## config.mk

```make
export PLATFORM = sky130hd
export DESIGN_NAME = rc4_phase_scheduler
export DESIGN_NICKNAME = d
export VERILOG_FILES = /design/src/rtl/rc4_phase_scheduler.sv
export SDC_FILE = /design/constraint.sdc
export NUM_CORES = 1
export LEC_CHECK = 0
export CORE_ASPECT_RATIO = 1.1
export CORE_MARGIN = 2
export CORE_UTILIZATION = 45
export CTS_BUF_LIST = sky130_fd_sc_hd__clkbuf_8
export DETAILED_ROUTE_END_ITERATION = 8
export PLACE_DENSITY = 0.8
export SLEW_MARGIN = 20
export SYNTH_ARGS = -nofsm -noshare
export SYNTH_HDL_FRONTEND = slang
export SYNTH_SLANG_ARGS = --single-unit
```

## constraint.sdc

```tcl
create_clock -name clk -period 2.6 [get_ports clk]
set_clock_uncertainty 0.1 [all_clocks]
set_input_delay 0.52 -clock clk [delete_from_list [all_inputs] [get_ports clk]]
set_output_delay 0.52 -clock clk [all_outputs]
set_load 0.005 [all_outputs]
```

## src/rtl/rc4_phase_scheduler.sv

```systemverilog
// rtl/rc4_phase_scheduler.sv - RC4 key-search phase sequencer and S-memory port owner
//
// Purpose:
//   Steps a candidate key through a programmed inclusive range. For each key
//   it runs the init, shuffle and decrypt phases in order. It owns the single
//   S-memory port and muxes it to whichever phase is active. The search ends
//   when decrypt reports valid plaintext, when the range is exhausted, when a
//   phase watchdog fires, or when stop is raised.
//
// Ports:
//   clk, reset             rising-edge clock, asynchronous active-low reset
//   start, stop            begin a search from key_lo / synchronous abort
//   key_lo, key_hi         inclusive key range, sampled on start
//   key                    current candidate key
//   *_start / *_finish     per-phase start pulses and completion inputs
//   dec_valid              plaintext check result, qualified by dec_finish
//   *_addr/_data/_wen      per-phase S-memory requests
//   s_addr/s_data/s_wen    muxed S-memory port
//   memory_sel             port owner: 00 none, 01 init, 10 shuffle, 11 decrypt
//   busy, done             search active / one-cycle end-of-search pulse
//   found, timeout         result flags, held until the next start

module rc4_phase_scheduler #(
   parameter int KEY_W       = 24,
   parameter int TIMEOUT_CYC = 4096,
   parameter int TO_W        = 13
) (
   input  logic             clk,
   input  logic             reset,
   input  logic             start,
   input  logic             stop,
   input  logic [KEY_W-1:0] key_lo,
   input  logic [KEY_W-1:0] key_hi,
   output logic [KEY_W-1:0] key,
   output logic             init_start,
   output logic             shuf_start,
   output logic             dec_start,
   input  logic             init_finish,
   input  logic             shuf_finish,
   input  logic             dec_finish,
   input  logic             dec_valid,
   input  logic [7:0]       init_addr,
   input  logic [7:0]       init_data,
   input  logic             init_wen,
   input  logic [7:0]       shuf_addr,
   input  logic [7:0]       shuf_data,
   input  logic             shuf_wen,
   input  logic [7:0]       dec_addr,
   input  logic [7:0]       dec_data,
   input  logic             dec_wen,
   output logic [7:0]       s_addr,
   output logic [7:0]       s_data,
   output logic             s_wen,
   output logic [1:0]       memory_sel,
   output logic             busy,
   output logic             done,
   output logic             found,
   output logic             timeout
);

   localparam logic [3:0] IDLE      = 4'd0;
   localparam logic [3:0] INIT_GO   = 4'd1;
   localparam logic [3:0] INIT_WAIT = 4'd2;
   localparam logic [3:0] SHUF_GO   = 4'd3;
   localparam logic [3:0] SHUF_WAIT = 4'd4;
   localparam logic [3:0] DEC_GO    = 4'd5;
   localparam logic [3:0] DEC_WAIT  = 4'd6;
   localparam logic [3:0] CHECK     = 4'd7;
   localparam logic [3:0] DONE      = 4'd8;

   localparam logic [1:0] SEL_NONE = 2'b00;
   localparam logic [1:0] SEL_INIT = 2'b01;
   localparam logic [1:0] SEL_SHUF = 2'b10;
   localparam logic [1:0] SEL_DEC  = 2'b11;

   localparam logic [TO_W-1:0] WD_LAST = TO_W'(TIMEOUT_CYC - 1);

   logic [3:0]       state_q, state_d;
   logic [KEY_W-1:0] key_q, key_d;
   logic [KEY_W-1:0] hi_q, hi_d;
   logic [1:0]       sel_q, sel_d;
   logic             found_q, found_d;
   logic             timeout_q, timeout_d;
   logic             valid_q, valid_d;
   logic [TO_W-1:0]  wd_q, wd_d;

   always_comb begin
      state_d   = state_q;
      key_d     = key_q;
      hi_d      = hi_q;
      sel_d     = sel_q;
      found_d   = found_q;
      timeout_d = timeout_q;
      valid_d   = valid_q;
      wd_d      = wd_q;

      case (state_q)
         IDLE: begin
            if (start) begin
               hi_d      = key_hi;
               key_d     = key_lo;
               found_d   = 1'b0;
               timeout_d = 1'b0;
               state_d   = INIT_GO;
            end
         end
         INIT_GO: begin
            sel_d   = SEL_INIT;
            wd_d    = '0;
            state_d = INIT_WAIT;
         end
         INIT_WAIT: begin
            // A finish on the watchdog's last cycle still wins.
            if (init_finish) begin
               state_d = SHUF_GO;
            end else if (wd_q == WD_LAST) begin
               timeout_d = 1'b1;
               state_d   = DONE;
            end else begin
               wd_d = wd_q + 1'b1;
            end
         end
         SHUF_GO: begin
            sel_d   = SEL_SHUF;
            wd_d    = '0;
            state_d = SHUF_WAIT;
         end
         SHUF_WAIT: begin
            if (shuf_finish) begin
               state_d = DEC_GO;
            end else if (wd_q == WD_LAST) begin
               timeout_d = 1'b1;
               state_d   = DONE;
            end else begin
               wd_d = wd_q + 1'b1;
            end
         end
         DEC_GO: begin
            sel_d   = SEL_DEC;
            wd_d    = '0;
            valid_d = 1'b0;
            state_d = DEC_WAIT;
         end
         DEC_WAIT: begin
            if (dec_finish) begin
               valid_d = dec_valid;
               state_d = CHECK;
            end else if (wd_q == WD_LAST) begin
               timeout_d = 1'b1;
               state_d   = DONE;
            end else begin
               wd_d = wd_q + 1'b1;
            end
         end
         CHECK: begin
            if (valid_q) begin
               found_d = 1'b1;
               state_d = DONE;
            end else if (key_q == hi_q) begin
               state_d = DONE;
            end else begin
               // Natural width wrap lets key_hi < key_lo sweep through zero.
               key_d   = key_q + 1'b1;
               state_d = INIT_GO;
            end
         end
         DONE: begin
            sel_d   = SEL_NONE;
            state_d = IDLE;
         end
         default: begin
            sel_d   = SEL_NONE;
            state_d = IDLE;
         end
      endcase

      // Abort overrides everything decided above, including CHECK and timeout.
      if (stop && (state_q != IDLE)) begin
         state_d   = IDLE;
         sel_d     = SEL_NONE;
         found_d   = 1'b0;
         timeout_d = timeout_q;
         key_d     = key_q;
      end
   end

   always_ff @(posedge clk or negedge reset) begin
      if (!reset) begin
         state_q   <= IDLE;
         key_q     <= '0;
         hi_q      <= '0;
         sel_q     <= SEL_NONE;
         found_q   <= 1'b0;
         timeout_q <= 1'b0;
         valid_q   <= 1'b0;
         wd_q      <= '0;
      end else begin
         state_q   <= state_d;
         key_q     <= key_d;
         hi_q      <= hi_d;
         sel_q     <= sel_d;
         found_q   <= found_d;
         timeout_q <= timeout_d;
         valid_q   <= valid_d;
         wd_q      <= wd_d;
      end
   end

   // Port mux keyed off the registered owner so a non-owner wen never leaks.
   always_comb begin
      s_addr = 8'h00;
      s_data = 8'h00;
      s_wen  = 1'b0;
      case (sel_q)
         SEL_INIT: begin
            s_addr = init_addr;
            s_data = init_data;
            s_wen  = init_wen;
         end
         SEL_SHUF: begin
            s_addr = shuf_addr;
            s_data = shuf_data;
            s_wen  = shuf_wen;
         end
         SEL_DEC: begin
            s_addr = dec_addr;
            s_data = dec_data;
            s_wen  = dec_wen;
         end
         default: begin
            s_addr = 8'h00;
            s_data = 8'h00;
            s_wen  = 1'b0;
         end
      endcase
   end

   assign key        = key_q;
   assign memory_sel = sel_q;
   assign init_start = (state_q == INIT_GO);
   assign shuf_start = (state_q == SHUF_GO);
   assign dec_start  = (state_q == DEC_GO);
   assign busy       = (state_q != IDLE);
   assign done       = (state_q == DONE);
   assign found      = found_q;
   assign timeout    = timeout_q;

endmodule

```

## After elaboration in Yosys (flattened, before gate mapping)

Cells that the tools add are included.

- Bits in registers: 70
- Input port bits: 107
- Word-level logic and storage cells: 84
- Output and inout port bits: 50

- Muxes and demuxes: 34
- Bitwise operators: 1
- $add $sub $neg: 2
- Reductions and logical operators: 16
- Equality and inequality tests: 23

Operators with widths:

| operator | number |
|---|---|
| $mux 24 | 3 |
| $mux 13 | 4 |
| $pmux 13 s4 | 1 |
| $pmux 24 s2 | 1 |
| $pmux 8 s3 | 2 |
| $mux 4 | 8 |
| $pmux 4 s8 | 1 |
| $add 24x1->24 const B | 1 |
| $eq 24x24->1 | 1 |
| $eq 4x3->1 const B | 4 |
| $ne 2x2->1 const B | 7 |
| $add 13x1->13 const B | 1 |
| $eq 13x12->1 const B | 1 |
| $reduce_bool 4->1 | 3 |
| $eq 4x2->1 const B | 2 |
| $mux 1 | 8 |
| $pmux 2 s4 | 1 |
| $ne 3x3->1 const B | 2 |
| $reduce_and 6->1 | 1 |
| $reduce_and 5->1 | 1 |
| $reduce_or 5->1 | 1 |
| $eq 2x2->1 const B | 2 |
| $eq 4x1->1 const B | 1 |
| $eq 4x4->1 const B | 1 |
| 15 further kinds | 18 |

## Logic depth before layout (Yosys ltp)

- Word-level depth: 5
- Mapped depth: 8
- Depth with buffers taken out: 7

## Least setup slack after synthesis

OpenSTA, ideal clock, no wires.

- Path type: register to output
- Start: register sel_q[0], in the netlist memory_sel[0]
- End: output s_addr[0]
- Data required time: 1.980 ns
- Arrival: 1.569 ns
- Stages on the path, launching flop included: 5
- Buffers on the path: 2
- Path slack: 0.411 ns
- Cell sequence: dfrtp_1 > clkbuf_1 > buf_1 > mux2_2 > a22o_1

- Word-level cells in the longest chain between the ends: 2
- Elaborated cells on any way between the ends: 4
- Classes of those cells: eq/ne (3); mux (1)

RTL lines:

| item | line | text |
|---|---|---|
| start, declared | 81 | `logic [1:0] sel_q, sel_d;` |
| start signal, assigned | 201 | `sel_q <= sel_d;` |
| $eq 2x2->1 / $eq 2x1->1 (equally long branches) | 214 | `case (sel_q)` |
| $pmux 8 s3 * | 214 |  |
| end, declared | 51 | `output logic [7:0] s_addr,` |

Every way passes the cells marked *; elsewhere a longest branch is shown, timed or not.

## Worst setup path after layout

- Start: register sel_q[0], in the netlist memory_sel[0]
- End: output s_addr[6]

Same word-level chain as after synthesis.

==> metrics.md <==
| Metric | Value |
|---|---|
| Clock slew at reported path FFs | 80 ps |
| Post-synthesis cell type count | 57 |
| FF-to-FF setup slack | 270 ps |
| Antenna violations before repair | 0 |
| Core Box Area | approximately 9400 um2 |
| Root Buffer | clkbuf_8 |
| Fmax | 392 MHz |
| Worst-case clock buffer depth | 2 |
| Final Cell Area | around 6400 um2 |
| # rows | 37 |
| Leakage | 2.63 nW |
| Die area | 10600 um2 |
| Mapped cell area | 4420 um2 |
| Worst Reg-to-Reg Cells | 6 |
| Pwr Density | 935 nW/um2 |
| GR Util met1 | 35.5% |
| Warnings, synthesis | 0 |
| Hpwl dp | 10600 um |
| Nets | 789 |
| Share of cells above drive strength 1 | 10.8% |
| EDFF count, synth | 0 |
| CP required | around 2000 ps |
| Status | completed |
| Antenna-violating nets left | 0 |
| Starting density of the core | a little under half |
| Via count | 4595 |
| TritonCTS Sinks | 70 |
| Chip width | around 98 um |
| Final setup vio count | 0 |
| Syn_area_per_cell | 8.49 um2 |
| Max Cap Violations | 0 |
| Vias per inst | 5.74 |
| Slew headroom | 65.7% |
| Crit path time final | 2550 ps |
| Worst Max-Slew Pin Slew | 515 ps |
| Largest net degree at the start of global routing | between 40 and 50 |
| Grt total ovfl | 0 |
| Pre-antenna DRT Iters | 5 |
| Final period util | 98.0% |
| Sequential element share of the synthesized area | 39.7% |
| Final Hold Fails | 0 |
| GRT Total Usage | a little over a quarter |
| Startpoint types | flip-flop |
| Detailed Route WL | roughly 14000 um |
| H-tree levels | 3 |
| Post-synth ARST share | 100% |
| Crit Path Class | flip-flop to output port |
| GPL Wtd Cong | between 0.9 and 1 |
| Clock Latency Late Sink | 350 ps |
| Reg2reg start | hi_q[19]$_DFFE_PN0P_ |
| Max VDD drop | 500 uV |
| Vias in the first global route | 4297 |
| Setup TNS | 0 ps |
| Critical R2R Capture | key[7]$_DFFE_PN0P_ |
| Die Y | 108 um |
| DR WL/cell | 17.5 um |
| Slew Limit Fails | 0 |
| Post-route DRC | 0 |
| Synth Instances | 520 |
| ANT cells | 0 |
| Crit. Startpoint | memory_sel[0]$_DFFE_PN0P_ |
| # IOs | 157 |
| Kind of end point of the critical path | output port |
| Unrepaired setup endpoints after global routing | no |
| GRT Max-Usage Layer | met2 |
| Critical path fanouts, max | 11 |
| Synth Flop Type | dfrtp_1 |
| Met3 Track Usage GR | 5.52% |
| Worst setup path endpoint | s_addr[6] |
| CTS buffer count | 9 |
| Met2 layer usage reported by global route | 43.4% |
| Type of the tightest min-delay check | input pin to asynchronous set/reset pin |
| Post-synth net total | 629 |
| Initial DRC count | 362 |
| Area delta synth->final | 44.3% |
| Worst EP arrival | 1930 ps |
| Final Util | 67.5% |
| Port-buffer cells | around 160 |
| Global-route wire length before repair | 22400 um |
| Placement Cell Area | 6180 um2 |
| CTS tree | built |
| Yosys reg bits | 70 |
-- worst min-delay path by stage --
stage / startpoint / to / slack (ps) / depth (start not counted)
detailed placement: hi_q[23]$_DFFE_PN0P_ / hi_q[23]$_DFFE_PN0P_ / 380 / 2
global route: reset / hi_q[10]$_DFFE_PN0P_ / 60 / 1
finish: reset / hi_q[10]$_DFFE_PN0P_ / 30 / 1
CTS: reset / hi_q[10]$_DFFE_PN0P_ / 50 / 1
floorplan: reset / found$_DFFE_PN0P_ / 120 / 0
global placement: wd_q[7]$_DFFE_PN0P_ / wd_q[7]$_DFFE_PN0P_ / 380 / 1
-- cell usage in the layout (no fill, tap or decap), types with 3 or more instances in the layout --
master	n
clkdlybuf4s50_1	155
nand2_1	119
dfrtp_1	67
nor2_1	32
a21oi_1	27
xnor2_1	25
nand3_1	23
buf_4	23
mux2_2	19
a22o_1	17
nand4_1	17
o21ai_0	16
nor4_1	9
clkbuf_8	9
nor3_1	8
o22ai_1	8
and3_1	7
nand2b_1	6
o211ai_1	6
xor2_1	6
mux2i_1	5
inv_1	4
and2_1	4
a22oi_1	4
a21boi_0	3
o21a_1	3
a311oi_1	3
or3_1	3
o311ai_0	3
nand3b_1	3
nor2b_1	3
clkinv_2	3
dfrtp_2	3
-- timing repair --
action,4_1_cts,5_1_grt
resized for setup,3,4
gates cloned,1,0
hold buffers,0,0
setup endpoints to repair,1,9
setup buffers,0,0
-- synthesized netlist by cell type (all sizes together), types with 4 or more instances --
library cell | instances | area [um2]
nand3 | 23 | 115
o211ai | 6 | 45.0
mux2 | 19 | 214
clkbuf | 19 | 71.3
dfrtp | 70 | 1750
a22o | 17 | 149
nand2b | 6 | 37.5
nor2 | 34 | 133
a22oi | 4 | 30.0
buf | 15 | 92.6
nand2 | 119 | 447
and3 | 7 | 43.8
nor2b | 4 | 25.0
mux2i | 5 | 50.1
nand4 | 17 | 106
a21boi | 5 | 37.5
a21oi | 28 | 144
nor3 | 8 | 40.0
nor4 | 11 | 98.8
xnor2 | 26 | 235
o21ai | 16 | 80.1
o22ai | 8 | 50.1
xor2 | 6 | 52.6
and2 | 4 | 25.0
inv | 4 | 15.0
-- through the flow --
step | instances | total power [W] | hold WS (ps) | setup slack [ps]
floorplan | 520 | 0.00361 | 124 | 411
global placement | 785 | 0.00498 | 377 | 144
detailed placement | 785 | 0.00508 | 384 | 120
CTS | 800 | 0.00596 | 48.6 | 22.3
global route | 800 | 0.00635 | 64.2 | 2.25
finish | 800 | 0.00596 | 31.3 | 52.1
-- kinds of logic after synthesis --
| group | synth area share [%] |
|---|---|
| multiplexers | 5.98 |
| flip-flops | 39.7 |
| buffers and inverters | 4.05 |
| AND/OR/NAND/NOR | 26.4 |
| XOR/XNOR | 6.52 |
| AO/OA/AOI/OAI | 16.8 |
| adder cells (fa/ha/maj) | 0.566 |
-- per-layer routing --
layer	wire, um	part of all wire (%)
met1	5690	41
met2	6830	49
met3	1150	8.2
met4	310	2.2
met5	0	0
-- report_power, final --
group,total (W),internal (W),leakage (nW),switching (W)
clock,0.000839,0.000427,0.0907,0.000412
sequential,0.00205,0.00149,0.868,0.000558
combinational,0.00307,0.00171,1.67,0.00136
total,0.00596,0.00363,2.63,0.00233
-- state kept, by name, indices dropped and copies added, names as in the netlist --
name,flops
hi_q,24
key,24
wd_q,13
state_q,4
memory_sel,2
found,1
timeout,1
valid_q,1
-- cell type report --
| type | instances | area, um2 |
|---|---|---|
| Fill cell | 786 | 3070 |
| Multi-Input combinational cell | 412 | 2490 |
| Timing Repair Buffer | 183 | 1790 |
| Sequential cell | 70 | 1760 |
| Tap cell | 117 | 146 |
| Clock buffer | 9 | 124 |
| Clock inverter | 5 | 52.6 |
| Inverter | 4 | 15.0 |
-- worst max-delay path: stages (launching register included) --
cell and delay [ps]:
dfrtp_1 360, buf_4 210, mux2_2 350, a22o_1 180
clkdlybuf4s50_1 480
Note: power is estimated with default switching activity, not from simulation.
